[config.mk]
export PLATFORM = sky130hd
export DESIGN_NAME = marcador_puntaje
export DESIGN_NICKNAME = d
export VERILOG_FILES = /design/src/rtl/marcador_puntaje.sv
export SDC_FILE = /design/constraint.sdc
export NUM_CORES = 1
export LEC_CHECK = 0
export CAP_MARGIN = 20
export CORE_ASPECT_RATIO = 0.9
export CORE_MARGIN = 2
export CORE_UTILIZATION = 40
export CTS_CLUSTER_DIAMETER = 40
export DETAILED_ROUTE_END_ITERATION = 16
export HOLD_SLACK_MARGIN = 0.12
export SYNTH_ARGS = -nofsm -noshare
export SYNTH_HDL_FRONTEND = slang
export SYNTH_SLANG_ARGS = --single-unit
export TNS_END_PERCENT = 50
[constraint.sdc]
create_clock -name clock -period 6.3 [get_ports clock]
set_input_delay 1.26 -clock clock [delete_from_list [all_inputs] [get_ports clock]]
set_output_delay 1.26 -clock clock [all_outputs]
set_load 0.01 [all_outputs]
[src/rtl/marcador_puntaje.sv]
// -----------------------------------------------------------------------------
// marcador_puntaje
//   Score keeper for the reaction game. It turns the control FSM's score-modify
//   strobes into one add/subtract per rising edge, keeps both players' scores,
//   flags the winner back to the FSM and scans both scores onto a 4-digit
//   multiplexed 7-segment display.
//
// Ports
//   clock      in   system clock, all state on rising edge
//   Reset      in   synchronous, active-high reset
//   Modo       in   1 = add point, 0 = subtract point (sampled with the edge)
//   ModifA/B   in   modify strobe for player A/B (level, may last >1 cycle)
//   PuntajeA/B out  7-bit binary score of player A/B (registered)
//   GanadorA/B out  player A/B reached WIN_SCORE, held until Reset
//   Segmentos  out  active-low segments, bit0 = a ... bit6 = g
//   Anodos     out  active-low one-hot digit enable
//                   [3] A tens, [2] A units, [1] B tens, [0] B units
// -----------------------------------------------------------------------------
module marcador_puntaje #(
   parameter int WIN_SCORE  = 10,
   parameter int INIT_SCORE = 0,
   parameter int SCAN_BITS  = 16
) (
   input  logic       clock,
   input  logic       Reset,
   input  logic       Modo,
   input  logic       ModifA,
   input  logic       ModifB,
   output logic [6:0] PuntajeA,
   output logic [6:0] PuntajeB,
   output logic       GanadorA,
   output logic       GanadorB,
   output logic [6:0] Segmentos,
   output logic [3:0] Anodos
);

   localparam logic [6:0] WIN7  = 7'(WIN_SCORE);
   localparam logic [6:0] INIT7 = 7'(INIT_SCORE);

   typedef enum logic {
      JUEGO,
      FIN
   } state_e;

   state_e               state_q;
   logic                 modif_a_q, modif_b_q;
   logic [6:0]           punt_a_q, punt_b_q;
   logic                 gan_a_q, gan_b_q;
   logic [SCAN_BITS-1:0] scan_q;
   logic [1:0]           dig_q;
   logic [6:0]           seg_q;
   logic [3:0]           an_q;

   logic                 ev_a, ev_b;
   logic [6:0]           punt_a_d, punt_b_d;
   logic [SCAN_BITS-1:0] scan_d;
   logic [1:0]           dig_d;

   // Apply one event to a score. Adds stop at WIN_SCORE, subtracts stop at 0.
   function automatic logic [6:0] step(input logic [6:0] s, input logic ev,
                                       input logic add);
      if (!ev)  return s;
      if (add)  return (s < WIN7) ? s + 7'd1 : s;
      return (s == 7'd0) ? s : s - 7'd1;
   endfunction

   function automatic logic [6:0] seg_enc(input logic [6:0] d);
      case (d)
         7'd0:    return 7'h40;
         7'd1:    return 7'h79;
         7'd2:    return 7'h24;
         7'd3:    return 7'h30;
         7'd4:    return 7'h19;
         7'd5:    return 7'h12;
         7'd6:    return 7'h02;
         7'd7:    return 7'h78;
         7'd8:    return 7'h00;
         7'd9:    return 7'h10;
         default: return 7'h7F;
      endcase
   endfunction

   // Segment pattern for digit index idx: 0/1 = A tens/units, 2/3 = B tens/units.
   // A leading zero in the tens position is blanked.
   function automatic logic [6:0] digit_pattern(input logic [1:0] idx,
                                                input logic [6:0] a,
                                                input logic [6:0] b);
      logic [6:0] s;
      logic [6:0] tens, units;
      s     = idx[1] ? b : a;
      tens  = s / 7'd10;
      units = s % 7'd10;
      if (!idx[0]) return (tens == 7'd0) ? 7'h7F : seg_enc(tens);
      return seg_enc(units);
   endfunction

   function automatic logic [3:0] anode(input logic [1:0] idx);
      return ~(4'b1000 >> idx);
   endfunction

   // NOTE: every signal written here gets a value on every path, otherwise
   // synthesis would infer a latch to hold the old value.
   always_comb begin
      ev_a = ModifA & ~modif_a_q;
      ev_b = ModifB & ~modif_b_q;
      if (state_q == JUEGO) begin
         punt_a_d = step(punt_a_q, ev_a, Modo);
         punt_b_d = step(punt_b_q, ev_b, Modo);
      end else begin
         punt_a_d = punt_a_q;
         punt_b_d = punt_b_q;
      end
      scan_d = scan_q + SCAN_BITS'(1);
      dig_d  = (&scan_q) ? dig_q + 2'd1 : dig_q;
   end

   // NOTE: state is updated with non-blocking assignments so every register
   // samples the pre-edge values, independent of statement order.
   always_ff @(posedge clock) begin
      if (Reset) begin
         state_q   <= JUEGO;
         modif_a_q <= 1'b0;
         modif_b_q <= 1'b0;
         punt_a_q  <= INIT7;
         punt_b_q  <= INIT7;
         gan_a_q   <= 1'b0;
         gan_b_q   <= 1'b0;
         scan_q    <= '0;
         dig_q     <= 2'd0;
         seg_q     <= digit_pattern(2'd0, INIT7, INIT7);
         an_q      <= anode(2'd0);
      end else begin
         modif_a_q <= ModifA;
         modif_b_q <= ModifB;
         scan_q    <= scan_d;
         dig_q     <= dig_d;
         // Display is built from next-state index and scores so the digit
         // enable and its segments change on the same edge.
         seg_q     <= digit_pattern(dig_d, punt_a_d, punt_b_d);
         an_q      <= anode(dig_d);
         case (state_q)
            JUEGO: begin
               punt_a_q <= punt_a_d;
               punt_b_q <= punt_b_d;
               // Winner flags rise on the same edge the score reaches WIN_SCORE.
               if (punt_a_d == WIN7) gan_a_q <= 1'b1;
               if (punt_b_d == WIN7) gan_b_q <= 1'b1;
               if (punt_a_d == WIN7 || punt_b_d == WIN7) state_q <= FIN;
            end
            FIN: begin
               // Frozen until Reset.
            end
            default: state_q <= JUEGO;
         endcase
      end
   end

   assign PuntajeA  = punt_a_q;
   assign PuntajeB  = punt_b_q;
   assign GanadorA  = gan_a_q;
   assign GanadorB  = gan_b_q;
   assign Segmentos = seg_q;
   assign Anodos    = an_q;

endmodule
==> summary.txt, run 1 <==
main flop type after synthesis: dfxtp_1
clock sink total: 48
top post-synthesis cells by area: dfxtp_1, ha_1, nor2_1
DR WL/cell: 15.56 um
GPL Wtd Cong: 0.9505
Slowest-stage cell, CP: or4b_4
Int Power: 0.7218 mW
Post-synth EDFFs: 0
Syn Nets: 459
Crit. End Element: register
CP Buf/Inv Count: 5
die height: 93.51 um
Initial Utilization: 41.37%
Reg2Reg Depth: 22
Leakage: 1.614 nW
Setup Viol. Count Final: 0
Max Cap Violations: 0
I/O pin count: 32
Synth top area share: 26.99%
non-filler cells in the finished layout: 597
Critical Path Max Stage Delay: 520 ps
post-layout min period: 6017 ps
hold endpoint: Anodos[0]$_SDFF_PP1_
total power divided by cell area: 284.7 nW/um^2
Hold Crit Class: reg2reg
area delta synth->final: 19.15%
hold wc startpoint: dig_q[1]$_SDFF_PP0_
Horiz. Die Dim: 103.5 um
post-DP HPWL: 7.035 mm
switching pwr: 0.4861 mW
Final Hold Viols: 0
TritonCTS buffer count: 5
residual DRC count: 0
largest vdd supply drop: 120.9 uV
Mapped Cells: 435
Async SR Flop Fraction: 0%
die area: 9674 um^2
Reg-to-Reg Start: scan_q[0]$_SDFF_PP0_
# diodes: 0
clock share of power: 16.0%
layout net count: 502
Crit Path Class: in2reg
Yosys cell types: 80
status: completed
crit path cell chain: clkdlybuf4s50_1, or4b_4, or2_2, nor3_1, a2111o_1, nand2_1, buf_4, nor3_1, or3_4, inv_1, ha_1, inv_1, a31oi_1, and4_1, a311o_1, o221ai_4, inv_1, ha_1, a21oi_1, a32oi_1, or2_2, a31oi_1, nand4_1
CTS Hold Buffers Added: 0
first-pass GRT wire length: 15.84 mm
Synth Area in Compound Gates: 21.33%
Cell Area, Synth: 3561 um^2
core area: 8608 um^2
#FFs+latches synth: 48
Worst-Margin Slew: 895.5 ps
FF-to-FF setup slack: 890 ps
Most Frequent Cell on Critical Path: inv_1
GRT overflow: 0
reg2reg end: Segmentos[6]$_SDFF_PP1_
vias in the first global route: 3288
vias: 3431
Net Sw Frac: 40.24%
Logic pwr share: 53.9%
initial antenna violation count: 0
GR Util All Layers: 20.16%
largest net degree at the start of global routing: 46
CP delay by family, top: simple AND/OR/NAND/NOR gates
layout cell share with drive strength beyond 1: 14.85%
sequential area share after synthesis: 26.99%
Synth Area in Adders: 6.676%
final slew viol count: 0
Clock Latency Late Sink: 300 ps
H-tree levels: 2
routed wire length: 9.292 mm
CP Max Fanout: 6
Pre-Repair DR Iteration Count: 5
Worst-path clk slew: 90 ps
largest family of logic cells by synthesized area: simple AND/OR/NAND/NOR gates
Final ANT Viol Nets: 0
Slew Limit Headroom: 40.10%
Worst Path Required: 6470 ps
FMAX: 0.1662 GHz
initial DRC count: 267
Synth top cells by count: nor2_1, dfxtp_1, o21ai_0
Max clock buf depth: 2
Synth area leader: dfxtp_1
Avg Inst Size Synth: 8.186 um^2
Final Cycle Share: 95.51%
Worst Setup SP: ModifA
dpl cells: 589
post-synthesis mux area share: 6.465%
hold-critical path depth: 1
Root Buffer: clkbuf_8
overall power: 1.208 mW
clock skew: 6.473 ps
sequential share of power: 30.0%
cell with the most instances after synthesis: nor2_1
XOR/XNOR share of the synthesized area: 4.181%
Yosys warning count: 0
std cell rows: 32
Vias/cell: 5.747
Port Buffer Count: 31
post-synthesis simple-gate area fraction: 29.52%
CTS tree: built
Startpoint Class: input port
Arr. time, crit path: 6190 ps
[per-stage QoR]
step           hold slack (ps)  setup TNS, ps  cell area (um^2)  worst slack (ps)  util, %
2_1_floorplan            411.1              0              3561             384.9        -
5_1_grt                  507.0         -4.442              4243            -4.442    49.29
3_5_place_dp             449.9         -32.91              4103            -31.83    47.66
4_1_cts                  471.3              0              4194             256.6    48.72
3_3_place_gp             442.9              0              4103             155.6    47.66
6_report                 466.1              0              4243             282.6    49.29
[state kept, by name, indices dropped and copies added, names as in the netlist]
| register | count |
|---|---|
| Anodos | 4 |
| GanadorA | 1 |
| GanadorB | 1 |
| PuntajeA | 7 |
| PuntajeB | 7 |
| Segmentos | 7 |
| dig_q | 2 |
| modif_a_q | 1 |
| modif_b_q | 1 |
| scan_q | 16 |
| state_q | 1 |
[power groups by stage]
stage | clock [mW] | combinational (mW) | sequential, mW
floorplan | 0 | 0.424 | 0.369
CTS | 0.200 | 0.632 | 0.361
detailed placement | 0 | 0.627 | 0.369
global placement | 0 | 0.620 | 0.368
finish | 0.193 | 0.651 | 0.363
global route | 0.209 | 0.714 | 0.368
[routing by layer]
metal	routed length, um	track usage (%)	vias up
li1	-	-	1683
met1	4474	28.92	1631
met2	4176	31.72	104
met3	504	2.990	13
met4	138	4.496	0
met5	0	0	-
[cell type report]
cell class	count	area [um^2]
clock buffers	6	82.58
clock inverters	1	8.758
fillers	839	4365
inverters	22	82.58
multi-input cells	346	2469
flip-flops and latches	48	960.9
well taps	119	148.9
repair buffers	55	490.5
[worst max-delay path by stage]
stage | end | cells after the start | slack [ps]
3_5_place_dp | Segmentos[6]$_SDFF_PP1_ | 23 | -30
3_3_place_gp | Segmentos[6]$_SDFF_PP1_ | 22 | 160
6_report | Segmentos[6]$_SDFF_PP1_ | 23 | 280
2_1_floorplan | Segmentos[6]$_SDFF_PP1_ | 23 | 380
4_1_cts | Segmentos[6]$_SDFF_PP1_ | 23 | 260
5_1_grt | Segmentos[6]$_SDFF_PP1_ | 23 | -4
[what timing repair did]
item / 4_1_cts / 5_1_grt
gates resized for setup: 0 / 8
setup buffers: 0 / 1
hold endpoints to repair: 0 / 0
endpoints found under the setup margin: 0 / 6
[placed cells by master (no fill, tap or decap), types with 4 or more instances in the layout]
master,count
mux2i_1,8
xnor2_1,10
and4_1,5
mux2_2,9
nor3_1,13
nand4_1,11
nor2b_1,8
dfxtp_1,48
inv_1,22
xor2_1,7
or3_1,12
nand2b_1,4
nor3b_1,4
or2_2,4
nand3_1,17
buf_4,24
ha_1,19
a31oi_1,6
o21ai_0,23
a211oi_1,5
and3_1,4
nand2_1,20
o21a_1,6
a21oi_1,19
nor2_1,53
clkbuf_8,6
clkdlybuf4s50_1,31
o211ai_1,4
[logic make-up after synthesis]
family / Yosys count
xor+xnor: 17
simple gates: 186
fa+ha+maj: 19
mux: 21
buf+inv: 41
flops: 48
compound gates: 103
No activity file was read; power rests on OpenSTA's default activity.
==> inputs of run 2 (changes only) <==
Clock period 6.3 ns to 4.9 ns, I/O delays scaled along.
==> summary.txt, run 2 (synthesis results as in run 1) <==
status: completed
Pre-Repair DR Iteration Count: 6
hold-critical path depth: 1
vias in the first global route: 3465
Slew Limit Headroom: 35.93%
Crit. End Element: register
vias: 3774
Crit. path cell count: 21
GR Util All Layers: 21.58%
max reg flops: 16
post-DP HPWL: 7.403 mm
post-layout min period: 4828 ps
Initial Utilization: 41.37%
Int Power: 1.280 mW
Horiz. Die Dim: 103.5 um
worst slack at placement: -640.0 ps
Worst Setup SP: Modo
Root Buffer: clkbuf_8
Final Cycle Share: 98.54%
Hold Crit Class: reg2reg
final core utilization: 59.83%
RSZ-0062 raised after global routing: yes
layout net count: 576
die area: 9674 um^2
CP Buf/Inv Count: 4
initial DRC count: 264
Worst Path Required: 5090 ps
Final Hold Viols: 0
Net Sw Frac: 36.91%
clock sink total: 48
I/O pin count: 32
largest vdd supply drop: 213.7 uV
hold endpoint: scan_q[0]$_SDFF_PP0_
clock share of power: 17.3%
Slowest-stage cell, CP: or4b_4
CTS tree: built
Max clock buf depth: 2
Final ANT Viol Nets: 0
core area: 8608 um^2
overall power: 2.028 mW
routed wire length: 10.55 mm
area delta synth->final: 44.62%
most common cell after layout, fill and taps aside: buf_4
std cell rows: 32
crit path cell chain: buf_6, or4b_4, or2_4, a2111o_1, nand2_2, nand2_2, nor3_2, or3_4, inv_4, ha_4, buf_4, o311a_1, a311o_1, o221ai_4, inv_2, ha_4, a21oi_2, a32oi_1, or2_4, a31oi_1, nand4_1
fill cell total of the finished layout: 752
Clock Latency Late Sink: 310 ps
layout cell share with drive strength beyond 1: 33.45%
Port Buffer Count: 31
first-pass GRT wire length: 16.64 mm
non-filler cells in the finished layout: 672
die height: 93.51 um
Logic pwr share: 60.1%
Startpoint Class: input port
CP delay by family, top: simple AND/OR/NAND/NOR gates
Reg2Reg Depth: 21
CP Max Fanout: 6
Setup Viol. Count Final: 0
Leakage: 2.039 nW
GPL Wtd Cong: 0.9047
Worst-Margin Slew: 957.8 ps
switching pwr: 0.7486 mW
dpl cells: 637
Worst-path clk slew: 100 ps
TritonCTS buffer count: 5
Arr. time, crit path: 5010 ps
worst setup margin: 71.67 ps
Vias/cell: 5.616
FMAX: 0.2071 GHz
Max Cap Violations: 0
largest net degree at the start of global routing: 46
Crit Path Class: in2reg
initial antenna violation count: 0
Critical Path Max Stage Delay: 560 ps
clock skew: 8.803 ps
DR WL/cell: 15.70 um
residual DRC count: 0
sequential share of power: 22.6%
most frequent cells in the layout: buf_4, nor2_1, dfxtp_1
final slew viol count: 0
GRT overflow: 0
# diodes: 0
total power divided by cell area: 393.8 nW/um^2
reg2reg end: Segmentos[6]$_SDFF_PP1_
Reg-to-Reg Start: scan_q[1]$_SDFF_PP0_
H-tree levels: 2
FF-to-FF setup slack: 200 ps
Most flops, register: scan_q
hold wc startpoint: scan_q[0]$_SDFF_PP0_
run 2: final cells by class:
type / instances / area [um^2] / area share (%)
sequential: 48 / 962.2 / 18.68
inverter: 22 / 85.08 / 1.652
timing repair buffer: 129 / 1064 / 20.65
multi-input combinational: 346 / 2753 / 53.45
clock inverter: 3 / 68.82 / 1.336
clock buffer: 5 / 68.82 / 1.336
tap: 119 / 148.9 / 2.891
run 2: routing by layer:
metal / GRT usage [%] / up-vias / routed length (um)
li1: - / 1836 / -
met1: 30.70 / 1791 / 4833
met3: 3.139 / 24 / 590
met2: 33.33 / 123 / 4898
met5: 0 / - / 0
met4: 6.798 / 0 / 228
run 2: what timing repair did:
action	CTS	global route
hold buffers	0	0
pin swaps	16	29
buffers inserted	20	7
resized for setup	26	48
setup endpoints to repair	7	7
endpoints found under the hold margin	0	0
run 2: how the worst max path moves through the flow:
stage,to,slack (ps)
2_1_floorplan,Segmentos[6]$_SDFF_PP1_,-290
3_3_place_gp,Segmentos[5]$_SDFF_PP1_,-610
3_5_place_dp,Segmentos[6]$_SDFF_PP1_,-640
4_1_cts,Segmentos[6]$_SDFF_PP1_,10
5_1_grt,Segmentos[4]$_SDFF_PP1_,-70
6_report,Segmentos[6]$_SDFF_PP1_,70
run 2: power by group through the flow:
stage	Clock [mW]	Combinational (mW)	Sequential, mW
floorplan	0	0.582	0.475
global placement	0	0.968	0.464
detailed placement	0	0.981	0.465
CTS	0.360	1.11	0.456
global route	0.370	1.32	0.463
finish	0.351	1.22	0.458
run 2: per-stage QoR:
step                hold slack [ps]  TNS, ps  area, um^2
global placement              441.0    -3969        4531
finish                        434.9        0        5150
global route                  446.8   -330.3        5150
floorplan                     411.1    -1017        3638
CTS                           468.5        0        4898
detailed placement            447.4    -4216        4531
==> edit: new RTL, config.mk and constraints of run 2 <==
Set the parameter `SCAN_BITS` to 24 (it was 16).
--- a/src/rtl/marcador_puntaje.sv
+++ b/src/rtl/marcador_puntaje.sv
@@ -19,7 +19,7 @@
 module marcador_puntaje #(
    parameter int WIN_SCORE  = 10,
    parameter int INIT_SCORE = 0,
-   parameter int SCAN_BITS  = 16
+   parameter int SCAN_BITS  = 24
 ) (
    input  logic       clock,
    input  logic       Reset,
Formal check against the unedited RTL: same outputs for any inputs over 10 cycles, from zero or initial values and one cycle with Reset high; that may be too few to reach the edited logic, so the function may still have changed.
==> edit against run 2 <==
Power increased by 44%. Synthesized area increased by 17%. Combinational power increased by 61%. Final area increased by 4.7%. Register-to-register slack improved by 0.20 ns. Clock skew decreased by 0.0025 ns. Critical path depth decreased by 3. Routed wire length increased by 6.2%. Setup slack improved by 0.24 ns. Maximum frequency increased by 5.3%. Sequential cell count increased by 8. Global-route usage decreased by 1.9 points. Die area increased by 16%. Via count increased by 6.9%.
==> edit: results <==
[power_and_ir_drop]
combinationalPower_uw = 1970
net-switching-power_uw = 1230
max-vdd-ir-drop_uv = 348
powerClk_uw = 363

[place]
preCtsSetupSlack_ns = -0.345
detailedPlacementHpwl_um = 8480
gp_routability_congestion = 0.911
post-place-cells = 712

[sta]
max_freq_ghz = 0.218
worst_case_clock_skew_ns = 0.00635
hold_ws_ns = 0.391
tightestPinTransition_ns = 0.800

[yosys]
net_count_synth = 512
synthXorXnorAreaFrac_pct = 5.70
netlist_top_cells_area = dfxtp_1 (27%), nor2_1 (6.0%), ha_1 (5.7%), nand2_1 (3.3%), xnor2_1 (3.0%)
synth.area.mux_share_pct = 4.79
synth_compound_gate_area_share_pct = 22.7
synth.cells.most_frequent = nor2_1 (66), dfxtp_1 (56), nand2_1 (37), a21oi_1 (23)
synth.top_cell.area_share_pct = 27.0
post_synthesis_adder_cell_area_fraction_pct = 5.73
average_instance_area_after_synthesis_um2 = 8.50
seq_area_frac_synth_pct = 27.0
yosysUniqueCellTypes = 97

[layout]
fraction_of_final_layout_cells_sized_beyond_drive_strength_1_pct = 28.0
largest_reg_flops = 24
nNetsFinal = 620

[route]
detail_route.wl_per_cell_um = 15.4
first_pass_iters = 4
vias_after_detailed_routing = 4035
drt-vias-per-instance = 5.56

[cts]
cts_repair_resize_count = 4
clock_tree.root_cell = clkbuf_16
cts.reportedPaths.clkPinSlew_ns = 0.07
cts.repair_timing.setup_buffer_count = 0

[global_routing]
grtUsageTotal_pct = 19.7
grt_start_max_net_pins = 34

[critical_path]
max_stage_delay_ns = 0.52
timing.reg2reg.setup_slack_ns = 0.40
critical_path_arrival_ns = 4.77

[outcome]
outcome = finished, final reports clean
[edit: layout make-up]
type                            instances  area, um2
Multi-Input combinational cell        394       2910
Fill cell                             986       4770
Clock inverter                          3       22.5
Sequential cell                        56       1120
Clock buffer                            5        125
Inverter                               21       81.3
Tap cell                              129        161
Timing Repair Buffer                  118        976
[edit: routing by layer]
layer / GRT usage, % / vias up / share of wire [%]
li1: - / 2007 / -
met1: 25.8 / 1937 / 47
met2: 34.0 / 71 / 48
met3: 2.83 / 20 / 3.3
met4: 5.89 / 0 / 1.8
met5: 0 / - / 0
[edit: metrics by stage]
stage | cell area, um2 | power, uW
finish | 5390 | 2910
detailed placement | 5100 | 2430
global placement | 5100 | 2410
CTS | 5260 | 2830
global route | 5390 | 3130
floorplan | 4150 | 1710
[edit: worst paths after layout]
kind | startpoint | to | cells after the start
setup / recovery | Modo | Segmentos[1] | 18
hold / removal | dig_q[1] | Anodos[0] | 1
setup reg to reg | PuntajeB[0] | Segmentos[1] | 17
hold reg to reg | dig_q[1] | Anodos[0] | 1
